$ cat src/rtl/alu_fns_pkg.sv
// ALU function and funct7 control encodings shared between the decode stage and the alu.
package ALU_FNS;

    typedef enum logic [2:0] {
        ADD_SUB = 3'd0,
        SLL     = 3'd1,
        SLT     = 3'd2,
        SLTU    = 3'd3,
        XOR     = 3'd4,
        SRL_SRA = 3'd5,
        OR      = 3'd6,
        AND     = 3'd7
    } alu_fn_t;

    typedef enum logic {
        ADD_SRL = 1'b0,
        SUB_SRA = 1'b1
    } funct7_t;

endpackage

$ cat src/rtl/decode_stage_pkg.sv
// RV32I decode types: opcode constants, operand selects and the decoded payload.
package RV32I_DEC;
    import ALU_FNS::*;

    localparam int XLEN = 32;

    localparam logic [6:0] OPC_LOAD   = 7'b0000011;
    localparam logic [6:0] OPC_OP_IMM = 7'b0010011;
    localparam logic [6:0] OPC_AUIPC  = 7'b0010111;
    localparam logic [6:0] OPC_STORE  = 7'b0100011;
    localparam logic [6:0] OPC_OP     = 7'b0110011;
    localparam logic [6:0] OPC_LUI    = 7'b0110111;
    localparam logic [6:0] OPC_BRANCH = 7'b1100011;
    localparam logic [6:0] OPC_JALR   = 7'b1100111;
    localparam logic [6:0] OPC_JAL    = 7'b1101111;

    localparam logic [6:0] F7_BASE = 7'b0000000;
    localparam logic [6:0] F7_ALT  = 7'b0100000;

    typedef enum logic [1:0] {
        A_RS1  = 2'd0,
        A_PC   = 2'd1,
        A_ZERO = 2'd2
    } a_sel_t;

    typedef enum logic {
        B_RS2 = 1'b0,
        B_IMM = 1'b1
    } b_sel_t;

    typedef struct packed {
        alu_fn_t          fn;
        funct7_t          funct7;
        a_sel_t           a_sel;
        b_sel_t           b_sel;
        logic [XLEN-1:0]  imm;
        logic [4:0]       rs1;
        logic [4:0]       rs2;
        logic [4:0]       rd;
        logic             rd_we;
        logic             illegal;
        logic [XLEN-1:0]  pc;
    } dec_t;

endpackage

$ cat src/rtl/decode_stage_instr_decoder.sv
// Purpose: combinational RV32I instruction word to dec_t payload mapping.
// Latency: 0 cycles (pure combinational).
// Backpressure: none; the caller owns the handshake.
module instr_decoder
    import ALU_FNS::*;
    import RV32I_DEC::*;
(
    input  logic [31:0]     instr,
    input  logic [XLEN-1:0] pc,
    output dec_t            dec
);

    logic [6:0]  opcode;
    logic [2:0]  funct3;
    logic [6:0]  f7;
    logic [31:0] imm_i, imm_s, imm_b, imm_u, imm_j, imm_sh;
    logic        ill;

    assign opcode = instr[6:0];
    assign funct3 = instr[14:12];
    assign f7     = instr[31:25];

    assign imm_i  = {{20{instr[31]}}, instr[31:20]};
    assign imm_s  = {{20{instr[31]}}, instr[31:25], instr[11:7]};
    assign imm_b  = {{19{instr[31]}}, instr[31], instr[7], instr[30:25], instr[11:8], 1'b0};
    assign imm_u  = {instr[31:12], 12'd0};
    assign imm_j  = {{11{instr[31]}}, instr[31], instr[19:12], instr[20], instr[30:21], 1'b0};
    // Shift-immediates carry only the shamt; the funct7 bits select SRL vs SRA instead.
    assign imm_sh = {27'd0, instr[24:20]};

    always_comb begin
        dec         = '0;
        dec.fn      = ADD_SUB;
        dec.funct7  = ADD_SRL;
        dec.a_sel   = A_RS1;
        dec.b_sel   = B_RS2;
        dec.rs1     = instr[19:15];
        dec.rs2     = instr[24:20];
        dec.rd      = instr[11:7];
        dec.pc      = pc;
        ill         = 1'b0;

        case (opcode)
            OPC_OP: begin
                dec.fn     = alu_fn_t'(funct3);
                dec.funct7 = instr[30] ? SUB_SRA : ADD_SRL;
                dec.rd_we  = 1'b1;
                ill        = !((f7 == F7_BASE) ||
                               ((f7 == F7_ALT) && ((funct3 == 3'b000) || (funct3 == 3'b101))));
            end
            OPC_OP_IMM: begin
                dec.fn     = alu_fn_t'(funct3);
                dec.funct7 = ((funct3 == 3'b101) && instr[30]) ? SUB_SRA : ADD_SRL;
                dec.b_sel  = B_IMM;
                dec.imm    = ((funct3 == 3'b001) || (funct3 == 3'b101)) ? imm_sh : imm_i;
                dec.rd_we  = 1'b1;
                ill        = ((funct3 == 3'b001) && (f7 != F7_BASE)) ||
                             ((funct3 == 3'b101) && (f7 != F7_BASE) && (f7 != F7_ALT));
            end
            OPC_LOAD: begin
                dec.b_sel = B_IMM;
                dec.imm   = imm_i;
                dec.rd_we = 1'b1;
            end
            OPC_STORE: begin
                dec.b_sel = B_IMM;
                dec.imm   = imm_s;
            end
            OPC_LUI: begin
                dec.a_sel = A_ZERO;
                dec.b_sel = B_IMM;
                dec.imm   = imm_u;
                dec.rd_we = 1'b1;
            end
            OPC_AUIPC: begin
                dec.a_sel = A_PC;
                dec.b_sel = B_IMM;
                dec.imm   = imm_u;
                dec.rd_we = 1'b1;
            end
            OPC_JAL: begin
                dec.a_sel = A_PC;
                dec.b_sel = B_IMM;
                dec.imm   = imm_j;
                dec.rd_we = 1'b1;
            end
            OPC_JALR: begin
                dec.b_sel = B_IMM;
                dec.imm   = imm_i;
                dec.rd_we = 1'b1;
                ill       = (funct3 != 3'b000);
            end
            OPC_BRANCH: begin
                dec.imm = imm_b;
                case (funct3)
                    3'b000, 3'b001: dec.funct7 = SUB_SRA;
                    3'b100, 3'b101: dec.fn     = SLT;
                    3'b110, 3'b111: dec.fn     = SLTU;
                    default:        ill        = 1'b1;
                endcase
            end
            default: ill = 1'b1;
        endcase

        if (ill) begin
            dec.fn     = ADD_SUB;
            dec.funct7 = ADD_SRL;
            dec.rd_we  = 1'b0;
        end
        if (dec.rd == 5'd0) begin
            dec.rd_we = 1'b0;
        end
        dec.illegal = ill;
    end

endmodule

$ cat src/rtl/decode_stage.sv
// Purpose: registered RV32I decode between fetch and alu; DECODE_SKID_EN adds a one-entry skid.
// Latency: 1 cycle accept-to-out_valid, 1 instruction/cycle; flush and async reset clear all state.
// Backpressure: payload held while out_valid && !out_ready; in_ready registered with skid, else combinational.
module decode_stage
    import ALU_FNS::*;
    import RV32I_DEC::*;
#(
    parameter int WIDTH = 32
) (
    input  logic             clk,
    input  logic             rst_n,
    input  logic             flush,
    input  logic             in_valid,
    output logic             in_ready,
    input  logic [31:0]      in_instr,
    input  logic [WIDTH-1:0] in_pc,
    output logic             out_valid,
    input  logic             out_ready,
    output alu_fn_t          out_fn,
    output funct7_t          out_funct7,
    output a_sel_t           out_a_sel,
    output b_sel_t           out_b_sel,
    output logic [WIDTH-1:0] out_imm,
    output logic [4:0]       out_rs1,
    output logic [4:0]       out_rs2,
    output logic [4:0]       out_rd,
    output logic             out_rd_we,
    output logic [WIDTH-1:0] out_pc,
    output logic             out_illegal
);

    dec_t dec_n;
    dec_t out_q;
    logic out_vld_q;

    instr_decoder u_instr_decoder (
        .instr (in_instr),
        .pc    (in_pc),
        .dec   (dec_n)
    );

`ifdef DECODE_SKID_EN
    dec_t skid_q;
    logic skid_vld_q;
    logic in_rdy_q;
    logic accept;
    logic load_out;

    assign in_ready = in_rdy_q;
    assign accept   = in_valid && in_rdy_q;
    assign load_out = !out_vld_q || out_ready;

    // in_rdy_q tracks "skid empty" so a stall can absorb exactly one more instruction.
    always_ff @(posedge clk or negedge rst_n) begin
        if (!rst_n) begin
            out_vld_q  <= 1'b0;
            out_q      <= '0;
            skid_vld_q <= 1'b0;
            skid_q     <= '0;
            in_rdy_q   <= 1'b1;
        end else if (flush) begin
            out_vld_q  <= 1'b0;
            skid_vld_q <= 1'b0;
            in_rdy_q   <= 1'b1;
        end else if (load_out) begin
            if (skid_vld_q) begin
                out_q      <= skid_q;
                out_vld_q  <= 1'b1;
                skid_vld_q <= 1'b0;
                in_rdy_q   <= 1'b1;
            end else begin
                out_vld_q <= accept;
                if (accept) begin
                    out_q <= dec_n;
                end
            end
        end else if (accept) begin
            skid_q     <= dec_n;
            skid_vld_q <= 1'b1;
            in_rdy_q   <= 1'b0;
        end
    end
`else
    assign in_ready = !out_vld_q || out_ready;

    always_ff @(posedge clk or negedge rst_n) begin
        if (!rst_n) begin
            out_vld_q <= 1'b0;
            out_q     <= '0;
        end else if (flush) begin
            out_vld_q <= 1'b0;
        end else if (in_ready) begin
            out_vld_q <= in_valid;
            if (in_valid) begin
                out_q <= dec_n;
            end
        end
    end
`endif

    assign out_valid   = out_vld_q;
    assign out_fn      = out_q.fn;
    assign out_funct7  = out_q.funct7;
    assign out_a_sel   = out_q.a_sel;
    assign out_b_sel   = out_q.b_sel;
    assign out_imm     = out_q.imm;
    assign out_rs1     = out_q.rs1;
    assign out_rs2     = out_q.rs2;
    assign out_rd      = out_q.rd;
    assign out_rd_we   = out_q.rd_we;
    assign out_pc      = out_q.pc;
    assign out_illegal = out_q.illegal;

endmodule

$ cat config.mk
export PLATFORM = sky130hd
export DESIGN_NAME = decode_stage
export DESIGN_NICKNAME = d
export VERILOG_FILES = /design/src/rtl/alu_fns_pkg.sv /design/src/rtl/decode_stage_pkg.sv /design/src/rtl/decode_stage_instr_decoder.sv /design/src/rtl/decode_stage.sv
export SDC_FILE = /design/constraint.sdc
export NUM_CORES = 1
export LEC_CHECK = 0
export ABC_AREA = 1
export BUFFER_PORTS_ARGS = -buffer_cell sky130_fd_sc_hd__buf_2
export CORE_ASPECT_RATIO = 1.5
export CORE_MARGIN = 2
export CORE_UTILIZATION = 49
export DETAILED_ROUTE_END_ITERATION = 7
export HOLD_SLACK_MARGIN = 0.05
export MAX_ROUTING_LAYER = met4
export PLACE_DENSITY = 0.78
export RECOVER_POWER = 100
export REMOVE_ABC_BUFFERS = 1
export SLEW_MARGIN = 20
export SYNTH_ARGS = -nofsm -noshare
export SYNTH_HDL_FRONTEND = slang
export SYNTH_SLANG_ARGS = --single-unit
$ cat constraint.sdc
create_clock -name clk -period 1.75 [get_ports clk]
set_input_delay 0.2625 -clock clk [delete_from_list [all_inputs] [get_ports clk]]
set_output_delay 0.2625 -clock clk [all_outputs]
set_load 0.1 [all_outputs]
==> run metrics, run 1 <==
mux cell area share after synthesis=0%; final cell count without fillers=820; routed via count=3964; final global-route overflow total=0; Yosys top cell area share=53.0%; Port Buffer Count=158; FF+latch count, synth=89; antenna fix cells=0; gr usage total=25.3%; Distinct cells, synth=25; TritonCTS clock tree=built; kind of critical path=reg2out; top cells by count, synth=293 x nand2_1, 89 x dfrtp_1, 29 x nand3_1; fin crit period=1.59 ns; Critical Path Source Type=register; Worst IR Drop VDD=0.777 mV; post_cts resized=0; H-tree depth=3; max_slew headroom=62.0%; Final ANT Viol Nets=0; final hold slack=0.114 ns; most used cell, CP=inv_1; top cell type by total area after synthesis=dfrtp_1; Leakage Power=3.36 nW; share of layout cells above drive strength 1=29.3%; clock slew at reported path FFs=0.07 ns; Max Clock Skew=0.00656 ns; Post-synth top flop=dfrtp_1; root buf cell=clkbuf_16; maximum buffer depth of the clock tree=2; Pwr Density=1220 mW/mm2; Fillers=753; DRC=0; Place WS=0.114 ns; main combinational cell family by area after synthesis=simple AND/OR/NAND/NOR gates; share of the yosys chip area belonging to registers=53.0%; Die W=79.6 um; placer congestion estimate=0.854; worst hold path type=in2reg; RSZ-0062 raised after global routing=no; Crit path largest cell delay=0.42 ns; Post-CTS Repair Setup Buffers=0; Placed Area=0.00518 mm2; Synth Area in Compound Gates=4.47%; critical path peak fanout=2; Initial Util=50.2%; Critical Path RT=1.49 ns; Final WS setup=0.156 ns; fin. max-slew vios=0; most common cell in the netlist=nand2_1; crit-path cells=inv_1, nor2_1, inv_1, buf_2; worst-skew pair later-pin latency=0.34 ns; Clock Sinks=89; hold_buf cts=1; placed cells=803; YS warnings=0; initial antenna violation count=0; Async SR Flop Fraction=100%; Slew @ Worst Pin=0.572 ns; final period utilization=91.1%; TritonCTS buffer count=9; f_max=0.627 GHz; most area-consuming cells after synthesis=dfrtp_1 53%, nand2_1 26%, nand3_1 3.5%, o21ai_0 2.4%, inv_1 2.1%; Simple-Gate Fraction of Synth Area=37.0%; vias in the first global route=3798; Final Hold Viols=0; chip height=117 um; Mean Syn Cell Area=7.68 um2; critical path data arrival time=1.33 ns; core area=0.00836 mm2; CP Capture Type=output port; die area=0.00934 mm2; dpl hpwl=8.13 mm; Post-synth EDFFs=0; fin nets=777; vias per inst=4.83; drt wl/cell=13.5 um; Final Cell Area=0.00552 mm2; post-synthesis xor/xnor area fraction=0%; largest net degree at the start of global routing=90; max_cap viols=0; Setup violations, final=0; Synth Area in Adders=0%; Site Rows=41; drt total wl=11.1 mm; Synth Instances=547; status=completed; TNS Setup=0 ns; starting DRC count in detailed routing=204; P&R area growth vs syn=31.3%; Top Ports=159; drt pass-1 iters=4; Synth Cell Area=0.00420 mm2; first-pass GRT wire length=18.1 mm; Slowest cell on crit path=buf_2
[power breakdown]
part           switching [mW]  total, mW  internal [mW]  leakage [nW]
clock                   0.806       2.10           1.29         0.159
combinational            1.94       2.26          0.316          2.04
sequential              0.112       2.37           2.26          1.16
total                    2.86       6.73           3.87          3.36
[sequential cells by signal, indices dropped and copies added (netlist names)]
register	flops
out_imm	32
out_pc	32
out_rd	5
out_rs1	5
out_rs2	5
out_fn	3
out_a_sel	2
out_b_sel	1
out_funct7	1
out_illegal	1
out_rd_we	1
out_valid	1
[cell families (layout without fill, tap and decap cells)]
family / Yosys count / in the layout
AO/OA/AOI/OAI: 33 / 33
buffers and inverters: 52 / 218
flip-flops: 89 / 89
AND/OR/NAND/NOR: 373 / 373
[cell type report]
type | count | area [um2] | area share (%)
Sequential cell | 89 | 2230 | 40.4
Multi-Input combinational cell | 406 | 1750 | 31.7
Timing Repair Buffer | 173 | 967 | 17.5
Clock buffer | 10 | 239 | 4.33
Tap cell | 107 | 134 | 2.43
Inverter | 29 | 109 | 1.97
Clock inverter | 6 | 90.1 | 1.63
[metrics by stage]
stage          power, mW  utilization (%)
2_1_floorplan       4.18                -
6_report            6.73             66.0
4_1_cts             6.79             66.0
3_5_place_dp        4.67             61.9
5_1_grt             6.98             66.0
3_3_place_gp        4.64             61.9
[layout by cell type, fill, tap and decap left out, types with 3 or more instances in the layout]
master | netlist | layout
nand3_1 | 29 | 29
nand3b_1 | 11 | 11
dfrtp_1 | 89 | 89
buf_4 | 0 | 8
inv_2 | 5 | 4
a21oi_1 | 4 | 4
inv_1 | 24 | 25
nor2_4 | 2 | 3
buf_12 | 0 | 5
clkbuf_16 | 0 | 9
clkbuf_2 | 0 | 89
nor2_1 | 23 | 22
o21ai_0 | 20 | 21
nand2_1 | 293 | 293
buf_2 | 11 | 68
nand3_2 | 4 | 4
nand2_2 | 5 | 5
[worst max-delay path, delay by kind of cell, from the launching register on]
kind | cells | cell delay, ns
buffers and inverters | 3 | 0.54
DFF | 1 | 0.38
and+or+nand+nor | 1 | 0.06
[path summary, 6_finish.rpt]
| kind | start | to | slack, ns | cells past startpoint |
|---|---|---|---|---|
| max in group asynchronous | rst_n | out_rd[3]$_DFFE_PN0P_ | 0.82 | 3 |
| worst min register to register | out_pc[7]$_DFFE_PN0P_ | out_pc[7]$_DFFE_PN0P_ | 0.47 | 2 |
| worst max register to register | out_valid$_DFFE_PN0P_ | out_imm[13]$_DFFE_PN0P_ | 0.30 | 7 |
| min in group asynchronous | rst_n | out_rs1[4]$_DFFE_PN0P_ | 0.53 | 3 |
| worst min-delay path | in_pc[25] | out_pc[25]$_DFFE_PN0P_ | 0.11 | 3 |
| worst max-delay path | out_valid$_DFFE_PN0P_ | in_ready | 0.16 | 4 |
[metal layers]
layer	share of wire, %	track usage [%]	wire (um)
met5	0	-	0
met4	2.1	10.9	233
met3	4.5	4.08	504
met2	53	42.1	5840
met1	41	29.8	4510
No activity file was read; power rests on OpenSTA's default activity.
==> run 2, diff against run 1 <==
Settings changed: MAX_ROUTING_LAYER met4 to not set, SKIP_CTS_REPAIR_TIMING set to 1.
==> run 2 against run 1 <==
Compared with the run above:
- via count is 2.9% higher
- die area unchanged
- clock skew up 0.0014 ns
- global-route usage is 0.98 points lower
- clock power down 8%
- core utilization fell by 0.42 points
- combinational power about the same
- maximum frequency fell by 0.21%
- setup slack worse by 0.0033 ns
- critical path depth stayed put
- power decreased by 2.5%
- largest power group unchanged
==> run metrics, run 2 (synthesized netlist as in run 1, its figures left out) <==
P&R area growth vs syn=30.5%; Final WS setup=0.152 ns; worst hold path type=in2reg; placer congestion estimate=0.896; vias per inst=4.97; Leakage Power=3.34 nW; worst r2r src=out_valid$_DFFE_PN0P_; starting DRC count in detailed routing=202; share of layout cells above drive strength 1=29.5%; maximum buffer depth of the clock tree=2; f_max=0.626 GHz; Initial Util=50.2%; worst-skew pair later-pin latency=0.34 ns; HP Start=flush; Final Cell Area=0.00548 mm2; drt wl/cell=13.5 um; Clock Sinks=89; fin. max-slew vios=0; critical path peak fanout=2; Critical Path Source Type=register; Site Rows=41; drt pass-1 iters=5; Final ANT Viol Nets=0; Placed Area=0.00518 mm2; H-tree depth=3; Place WS=0.158 ns; initial antenna violation count=0; chip height=117 um; CP Launch Point=out_valid$_DFFE_PN0P_; Setup violations, final=0; Max Clock Skew=0.00796 ns; gr usage total=24.3%; Final Hold Viols=0; final global-route overflow total=0; drt total wl=11.1 mm; TritonCTS clock tree=built; Pwr Density=1200 mW/mm2; vias in the first global route=3798; routed via count=4078; clock slew at reported path FFs=0.06 ns; kind of critical path=reg2out; most common cell after layout, fill and taps aside=nand2_1; Worst IR Drop VDD=0.666 mV; antenna fix cells=0; first-pass GRT wire length=17.9 mm; RSZ-0062 raised after global routing=no; reg-to-reg endpoint=out_imm[11]$_DFFE_PN0P_; max_slew headroom=25.9%; largest net degree at the start of global routing=90; fin crit period=1.60 ns; die area=0.00934 mm2; R2R cell count=6; TritonCTS buffer count=9; Slew @ Worst Pin=1.11 ns; core area=0.00836 mm2; WHS Endpoint=out_valid$_DFFE_PN0P_; Die W=79.6 um; dpl hpwl=8.21 mm; max_cap viols=0; critical path data arrival time=1.34 ns; hold path cells=2; most frequent cells in the layout=293 x nand2_1, 90 x clkbuf_2, 89 x dfrtp_1; status=completed; Critical Path RT=1.49 ns; Port Buffer Count=158; root buf cell=clkbuf_16; DRC=0; final period utilization=91.3%; flop2flop setup slack=0.28 ns; CP Capture Type=output port; fin nets=777; Top Ports=159
run 2: per-stage QoR:
stage | total power, mW | instances | TNS [ns] | hold WS (ns) | utilization, %
after floorplan | 4.18 | 524 | -286.05 | -0.0331 | -
after global placement | 4.64 | 803 | 0 | 0.335 | 61.9
after detailed placement | 4.67 | 803 | 0 | 0.342 | 61.9
after CTS | 6.62 | 819 | 0 | -0.0210 | 65.6
after global routing | 6.82 | 820 | 0 | 0.119 | 65.5
final | 6.56 | 820 | 0 | 0.112 | 65.5
run 2: worst max path at each step:
stage	slack (ns)	end	depth (start not counted)
6_report	0.15	in_ready	4
5_1_grt	0.04	out_pc[18]$_DFFE_PN0P_	3
4_1_cts	0.14	in_ready	4
3_5_place_dp	0.16	out_imm[2]$_DFFE_PN0P_	12
3_3_place_gp	0.22	out_imm[8]$_DFFE_PN0P_	11
2_1_floorplan	-3.45	out_a_sel[1]$_DFFE_PN0P_	5
run 2: where the power goes:
group / switching, mW / internal, mW
sequential: 0.108 / 2.26
combinational: 1.94 / 0.314
clock: 0.793 / 1.15
total: 2.84 / 3.72
run 2: layer usage:
layer	share of wire [%]	track usage [%]
met5	0	0
met4	2.4	11.5
met3	5.1	3.38
met2	52	41.8
met1	40	29.3
run 2: worst max-delay path: stages (launching register included):
cell     delay, ns
dfrtp_1       0.38
inv_1         0.05
nor2_1        0.06
inv_1         0.07
buf_2         0.42
run 2: final cells by class:
| type | instances | area, um2 |
|---|---|---|
| clock buffer | 10 | 239 |
| tap | 107 | 134 |
| multi-input combinational | 406 | 1750 |
| timing repair buffer | 173 | 956 |
| fill | 748 | 2880 |
| inverter | 29 | 109 |
| clock inverter | 6 | 66.3 |
| sequential | 89 | 2230 |
